## src/rtl/disp_scan_ctrl.sv

```systemverilog
// Time-multiplexed scan controller for an NDIG-digit 7-segment display.
// A loaded BCD count is parked in a shadow register and copied into the
// display register only while idle or at a frame boundary, so one frame
// always shows a single, consistent count. Every output is a register.
module disp_scan_ctrl #(
  parameter int unsigned NDIG     = 4,
  parameter int unsigned SCAN_DIV = 50000,
  parameter int unsigned GAP      = 2
) (
  input  logic              clk,
  input  logic              reset,
  input  logic              load,
  input  logic [4*NDIG-1:0] bcd_in,
  input  logic              blank_lz,
  output logic [3:0]        digit_code,
  output logic [NDIG-1:0]   digit_en,
  output logic              upd_done,
  output logic              pending
);

  localparam int unsigned DivMax = (SCAN_DIV > GAP) ? SCAN_DIV : GAP;
  localparam int unsigned DivW   = (DivMax > 1) ? $clog2(DivMax) : 1;
  localparam int unsigned IdxW   = (NDIG > 1) ? $clog2(NDIG) : 1;

  localparam logic [DivW-1:0] ScanLast = DivW'(SCAN_DIV - 1);
  // Unused when GAP is 0: the gap state is then unreachable.
  localparam logic [DivW-1:0] GapLast  = (GAP > 0) ? DivW'(GAP - 1) : '0;
  localparam logic [IdxW-1:0] IdxLast  = IdxW'(NDIG - 1);

  typedef enum logic [1:0] {
    StIdle,
    StScan,
    StGap
  } state_e;

  state_e            state_q, state_d;
  logic [IdxW-1:0]   idx_q, idx_d;
  logic [DivW-1:0]   div_q, div_d;
  logic [4*NDIG-1:0] shadow_q;
  logic [4*NDIG-1:0] disp_q, disp_d;
  logic              transfer;
  logic              step;
  logic              lz;
  logic [NDIG-1:0]   zero_above;
  logic [NDIG-1:0]   en_d;
  logic [3:0]        code_d;

  // Next state of the scan sequencer and the frame-boundary transfer decision.
  always_comb begin
    state_d  = state_q;
    idx_d    = idx_q;
    div_d    = div_q;
    transfer = 1'b0;
    step     = 1'b0;
    unique case (state_q)
      StIdle: begin
        if (pending) begin
          transfer = 1'b1;
          state_d  = StScan;
          idx_d    = '0;
          div_d    = '0;
        end
      end
      StScan: begin
        if (div_q == ScanLast) begin
          div_d = '0;
          if (GAP > 0) begin
            state_d = StGap;
          end else begin
            step = 1'b1;
          end
        end else begin
          div_d = div_q + 1'b1;
        end
      end
      StGap: begin
        if (div_q == GapLast) begin
          div_d   = '0;
          state_d = StScan;
          step    = 1'b1;
        end else begin
          div_d = div_q + 1'b1;
        end
      end
      default: begin
        state_d = StIdle;
      end
    endcase
    // Moving past the last digit is the frame boundary.
    if (step) begin
      if (idx_q == IdxLast) begin
        idx_d    = '0;
        transfer = pending;
      end else begin
        idx_d = idx_q + 1'b1;
      end
    end
  end

  // Display contents as they will be after this edge.
  always_comb begin
    disp_d = transfer ? shadow_q : disp_q;
  end

  // Registered-output values: leading-zero mask, one-hot enable and digit code
  // for the state being entered, so the outputs switch on the entering edge.
  always_comb begin
    lz         = 1'b1;
    zero_above = '0;
    for (int i = int'(NDIG) - 1; i >= 0; i--) begin
      if (disp_d[4*i +: 4] != 4'd0) begin
        lz = 1'b0;
      end
      zero_above[i] = lz;
    end
    en_d   = '0;
    code_d = digit_code;
    if (state_d == StScan) begin
      for (int i = 0; i < int'(NDIG); i++) begin
        if (idx_d == IdxW'(i)) begin
          code_d = disp_d[4*i +: 4];
          // Digit 0 is never blanked so a zero count still shows "0".
          if (i == 0 || !blank_lz || !zero_above[i]) begin
            en_d[i] = 1'b1;
          end
        end
      end
    end
  end

  // State, buffers and all outputs.
  always_ff @(posedge clk or posedge reset) begin
    if (reset) begin
      state_q    <= StIdle;
      idx_q      <= '0;
      div_q      <= '0;
      shadow_q   <= '0;
      disp_q     <= '0;
      pending    <= 1'b0;
      upd_done   <= 1'b0;
      digit_en   <= '0;
      digit_code <= '0;
    end else begin
      state_q    <= state_d;
      idx_q      <= idx_d;
      div_q      <= div_d;
      disp_q     <= disp_d;
      upd_done   <= transfer;
      digit_en   <= en_d;
      digit_code <= code_d;
      // A load coinciding with a transfer keeps pending set for the new count.
      if (load) begin
        shadow_q <= bcd_in;
        pending  <= 1'b1;
      end else if (transfer) begin
        pending  <= 1'b0;
      end
    end
  end

endmodule

```

## config.mk

```make
export PLATFORM = sky130hd
export DESIGN_NAME = disp_scan_ctrl
export DESIGN_NICKNAME = d
export VERILOG_FILES = /design/src/rtl/disp_scan_ctrl.sv
export SDC_FILE = /design/constraint.sdc
export NUM_CORES = 1
export LEC_CHECK = 0
export ABC_AREA = 1
export ABC_CLOCK_PERIOD_IN_PS = 1900
export BUFFER_PORTS_ARGS = -buffer_cell sky130_fd_sc_hd__buf_2
export CAP_MARGIN = 10
export CORE_AREA = 2 2 91 93
export CTS_CLUSTER_DIAMETER = 100
export DETAILED_ROUTE_END_ITERATION = 16
export DIE_AREA = 0 0 93 95
export GPL_ROUTABILITY_DRIVEN = 1
export HOLD_SLACK_MARGIN = 0.08
export PLACE_DENSITY = 0.64
export SETUP_SLACK_MARGIN = 0.15
export SLEW_MARGIN = 0
export SYNTH_ARGS = -nofsm -noshare
export SYNTH_HDL_FRONTEND = slang
export SYNTH_SLANG_ARGS = --single-unit
export TNS_END_PERCENT = 100
```

## constraint.sdc

```tcl
create_clock -name clk -period 1.9 [get_ports clk]
set_clock_uncertainty 0.1 [all_clocks]
set_input_delay 0.285 -clock clk [delete_from_list [all_inputs] [get_ports clk]]
set_output_delay 0.285 -clock clk [all_outputs]
set_load 0.02 [all_outputs]
```

* Word level (Yosys, flattened, before mapping)
Index checks and enable logic that the tools add are counted.
W data, S select, Z words.
** Word-level totals
- Flip-flop bits (word level) :: 62
- Bits in latches :: 0
- RAM bits :: 0
- Memory bits (read-only) :: 0
- Bits of input ports :: 20
- Output and inout port bits :: 10
- Word-level logic and storage cells :: 73
- Memories kept :: 0
** Cells by class
- Add/sub/neg operators :: 2
- Multiply operators :: 0
- Div/mod/pow operators :: 0
- $lt $le $gt $ge :: 0
- Eq/ne operators :: 10
- Shifts and indexed selects :: 0
- Mux-type cells :: 36
- Bitwise operators :: 0
- Reduce and logical (&&, ||, !) cells :: 16
** Operators by type and width (number)
- $mux W16 :: 4
- $pmux W16 S3 :: 1
- $mux W4 :: 5
- $mux W1 :: 18
- $add A16 B1 Y16 const B :: 1
- $eq A16 B1 Y1 const B :: 1
- $eq A16 B16 Y1 const B :: 1
- $reduce_bool A4 Y1 :: 4
- $mux W2 :: 7
- $eq A2 B2 Y1 const B :: 4
- $eq A2 B1 Y1 const B :: 3
- $pmux W2 S3 :: 1
- $logic_not A2 Y1 :: 2
- $reduce_and A2 Y1 :: 2
- $logic_not A1 Y1 :: 3
- $logic_or A1 B1 Y1 :: 3
- $reduce_bool A3 Y1 :: 1
- $add A2 B1 Y2 const B :: 1
- $ne A2 B2 Y1 const B :: 1
- $reduce_bool A2 Y1 :: 1

* Depth between registers and ports, before layout
- Depth in word-level cells :: 14
- Mapped depth :: 17
- Mapped depth without buffers :: 17

* Worst setup path after synthesis
No wires, ideal clock.
- Path kind :: register to register
- Start point :: register state_q[0]
- End point :: register digit_en[1]
- Library setup time :: 0.113 ns
- Arrival time :: 1.825 ns
- Data required time :: 1.687 ns
- Setup slack :: -0.138 ns
- Stages on the path, launching flop included :: 14
- Path buffers :: 1
- Clock period less this slack :: 2.038 ns
- Path through :: dfrtp_1 > inv_1 > ha_1 > nand2_1 > nand2_1 > nand2_4 > buf_6 > nand2_1 > nand2_2 > nand2_1 > nor2_1 > nand3_1 > nand2_1 > inv_1
** On the way
- Cells in the longest elaborated chain, start to end :: 14
- Elaborated cells between the ends (all ways) :: 27
- Those cells by class :: 4 x eq/ne; 17 x mux; 6 x reduce/logical
** Ends and longest elaborated chain
- from (decl) :: RTL line 36 : state_e state_q, state_d;
- from (signal assigned) :: RTL line 134 : state_q <= StIdle;
- from (signal assigned) :: RTL line 144 : state_q <= state_d;
- $logic_not A2 Y1 :: RTL line 55 : unique case (state_q)
- $mux W1 :: RTL line 55
- $mux W1 :: RTL line 91 : if (idx_q == IdxLast) begin
- $mux W1 :: RTL line 90 : if (step) begin
- $mux W16 :: RTL line 102 : disp_d = transfer ? shadow_q : disp_q;
- $reduce_bool A4 Y1 :: RTL line 111 : if (disp_d[4*i +: 4] != 4'd0) begin
- $mux W1 (3 in series) :: RTL line 111
- $logic_not A1 Y1 :: RTL line 123 : if (i == 0 || !blank_lz || !zero_above[i]) begin
- $logic_or A1 B1 Y1 :: RTL line 123
- $mux W1 :: RTL line 123
- $mux W1 :: RTL line 120 : if (idx_d == IdxW'(i)) begin
- $mux W4 (*) :: RTL line 118 : if (state_d == StScan) begin
- named net en_d[1] :: RTL line 45 : logic [NDIG-1:0] en_d;
- to (signal assigned) :: RTL line 149 : digit_en <= en_d;
- to (decl) :: RTL line 16 : output logic [NDIG-1:0] digit_en,
Mark *: on every way through the listed nets, which the timed path passes. The rest lies on a longest branch.
A chain may end at the register's enable or synchronous reset.

* Worst setup path in the final report
- Start point :: register div_q[1]
- End point :: register digit_code[1]
** On the way
- Elaborated cells between the ends (all ways) :: 21
- Those cells by class :: 6 x eq/ne; 12 x mux; 3 x reduce/logical
** RTL lines
- from (decl) :: RTL line 38 : logic [DivW-1:0] div_q, div_d;
- from (signal assigned) :: RTL line 146 : div_q <= div_d;
- $eq A16 B1 Y1 (*) :: RTL line 77 : if (div_q == GapLast) begin
- $mux W1 (*) :: RTL line 77
- $mux W1 (*)
- $mux W2 (*) :: RTL line 90
- named net idx_d[1] :: RTL line 37 : logic [IdxW-1:0] idx_q, idx_d;
- $eq A2 B1 Y1 :: RTL line 120
- $mux W4 (3 in series) :: RTL line 120
- to (signal assigned) :: RTL line 150 : digit_code <= code_d;
- to (decl) :: RTL line 15 : output logic [3:0] digit_code,
Mark *: on every way through the listed nets, which the timed path passes. The rest lies on a longest branch. The select of a mux whose other input is x is not followed.

==> results.ini <==
[setup_path]
crit_type=flop to flop
worstPathArrival_ns=2.46
crit_fanout=6
crit_start=div_q[1]
required_ns=2.04
crit_path_start_kind=flop
r2r_start=div_q[1]
end_kind=flop

[sta]
hold_ws_ns=0.253
worst_pin_slew_ns=0.450
fin_tns_setup_ns=-6.50
setup_slack_ns=-0.425
fin_crit_ns=2.32
report.final.slew_viol_count=0
final.period_utilization=1.22
fmax_ghz=0.430
timing.slew.headroom=0.700
setup_viol=34
rsz0062_at_grt=yes
final_hold_viol_count=0

[floorplanning]
die_x_um=93
io-pin-count=30
rows=33
die_area_um2=8840
start_util=0.406
die_h_um=95
core_um2=7930

[logic_synthesis]
avgSynthCellArea_um2=8.14
ys_warn_count=0
synth_nets=423
ys_types=33
synth_seq_cells=62
mappedNetlistArea_um2=3220
ys_seq_area_frac=0.482
syn_inst=395

[pwr]
p_clk_frac=0.430
seqPwrFrac=0.490
power.leakage_nw=2.52
share_comb_of_total_power=0.080
p_total_mw=2.85
vdd_drop_max_mv=0.443
p_switching_mw=0.756
powerDensity_nw_per_um2=568
p_sw_frac=0.265
p_int_mw=2.10

[cells_and_area]
fin_nets=565
layout-drive-gt1-share=0.448
syn_to_final_growth_pct=56.1
final_area_um2=5020
fillers=631
diodes=0

[grt]
grt_max_degree=30
gr-usage-met1=0.258
gr-usage-met2=0.358
grt_pass1_wl_um=14300
antenna_found_initial=0
top_usage_layer=met2
met3_usage=0.0391
grt_overflow=0
gr-usage-all-layers=0.208
grt_pass1_vias=3119

[routing]
detail-route-antenna-nets=0
wl_per_cell_um=14.7
vias=3153
drc=0
dr.first_iter.drc_count=156
routed_wl_um=9490
firstDrtPassIters=4
viasPerCell=4.87

[clock_network]
h-tree-depth=3
clock_sinks=62
insertion_delay_ns=0.35
clockBufferDepth=2
cts_tree=yes
path_clk_slew_ns=0.08
clock-root-buffer=clkbuf_8
cts_buffers=9

[run_status]
violations=negative setup slack
outcome=finished with violations

[run]
maxCapViolCount=0

[worst_hold_path]
worstHoldPathType=input pin to flop
hp-start=blank_lz

[place]
dp_hpwl_um=5320
place_congestion=0.877
port_buffers=29
dpl_worst_slack_ns=-0.239
dpl-instance-area_um2=3840

per-layer routing:
layer	vias to the layer above	wire length, um
met3	35	329
met5	-	0
met4	0	393
met2	101	4790
li1	1510	-
met1	1507	3970
path summary, 6_finish.rpt:
path | endpoint | slack [ns] | depth (start not counted)
worst max-delay path | digit_code[1] | -0.42 | 16
max in group asynchronous | idx_q[0] | 0.80 | 4
worst max register to register | digit_code[1] | -0.42 | 16
worst min-delay path | digit_en[2] | 0.25 | 4
min in group asynchronous | div_q[13] | 0.38 | 3
worst min register to register | digit_code[0] | 0.39 | 2
per-stage QoR:
step	cells	utilization
2_1_floorplan	395	-
3_3_place_gp	569	0.485
3_5_place_dp	569	0.485
4_1_cts	632	0.587
5_1_grt	647	0.634
6_report	647	0.634
worst max-delay path: stages, from the launching register on:
cell,delay (ns)
dfrtp_1,0.41
inv_2,0.09
ha_4,0.14
inv_2,0.04
nor2_4,0.12
nand2_2,0.08
nor2_4,0.20
buf_6,0.13
nand4_1,0.14
nand2_4,0.17
inv_4,0.06
nand2_4,0.11
nor2_1,0.06
nor2_1,0.15
nand2_1,0.09
nand2_1,0.07
nand2_1,0.06
cell type report:
class	count	area, um2	share of cell area
clock buffers	9	124	0.0247
clock inverters	7	77.6	0.0154
inverters	59	230	0.0458
multi-input cells	268	1790	0.356
flip-flops and latches	62	1550	0.309
well taps	105	131	0.0262
repair buffers	137	1120	0.223
flip-flops by register name (all words and copies together), names as in the netlist:
register,count
upd_done,1
idx_q,2
shadow_q,16
state_q,2
div_q,16
digit_code,4
disp_q,16
digit_en,4
pending,1
cell families after synthesis:
kind of cell               Yosys count  share of synthesized area
and+or+nand+nor                    215                      0.314
buffers and inverters               67                     0.0856
xor gates and xnor gates             7                     0.0191
AOI/OAI and AO/OA                   32                     0.0537
adders and majority gates            8                     0.0311
DFF                                 62                      0.482
muxes                                4                     0.0140
cell usage after synthesis:
library cell,instances,area share
nor2_2,8,0.016
inv_1,58,0.068
mux2_2,4,0.014
nand3_2,1,0.0031
nand3b_1,2,0.0047
nor3b_4,1,0.0058
o21ai_0,16,0.025
clkbuf_1,4,0.0047
buf_6,3,0.011
dfrtp_1,62,0.48
xor2_1,5,0.014
inv_2,1,0.0012
nand2_1,107,0.12
nand2_2,9,0.018
buf_2,1,0.0016
nor2_4,4,0.014
nand2_4,3,0.011
a21oi_1,9,0.014
xnor2_1,2,0.0054
nand3_4,1,0.0054
o21ai_2,1,0.0027
o22ai_1,2,0.0039
nor3_1,5,0.0078
nand4_2,1,0.0039
nand3_1,21,0.033
ha_1,8,0.031
o21ai_1,1,0.0016
nand4_1,5,0.0097
nor2_1,45,0.053
o21a_1,1,0.0023
o21bai_1,1,0.0023
a31oi_1,1,0.0019
nor3_2,2,0.0062
power by group through the flow:
stage          combinational [mW]  clock [mW]  sequential (mW)
2_1_floorplan               0.108           0             1.42
3_3_place_gp                0.183           0             1.42
3_5_place_dp                0.187           0             1.42
4_1_cts                     0.219        1.24             1.40
5_1_grt                     0.261        1.29             1.40
6_report                    0.229        1.23             1.40
timing repair:
item / 4_1_cts / 5_1_grt
setup endpoints to repair: 32 / 46
buffers inserted: 28 / 15
gates cloned: 2 / 0
hold endpoints to repair: 32 / 0
resized for setup: 54 / 68
pin swaps: 14 / 39
hold buffers: 17 / 0
cells in the final DEF, fill, tap and decap left out, drive strengths merged:
master / Yosys / final
nor3: 7 / 7
bufinv: 0 / 1
dlygate4sd3: 0 / 17
buf: 4 / 120
o21bai: 1 / 1
xor2: 5 / 5
xnor2: 2 / 2
clkinvlp: 0 / 2
a21oi: 9 / 9
mux2: 4 / 4
inv: 59 / 62
ha: 8 / 8
dfrtp: 62 / 62
a31oi: 1 / 1
nor3b: 1 / 1
nor2: 57 / 57
o22ai: 2 / 2
o21a: 1 / 1
nand2: 119 / 121
nand3: 23 / 23
clkinv: 0 / 1
clkbuf: 4 / 9
nand3b: 2 / 2
nand4: 6 / 6
o21ai: 18 / 18
(Power assumes the default switching activity.)
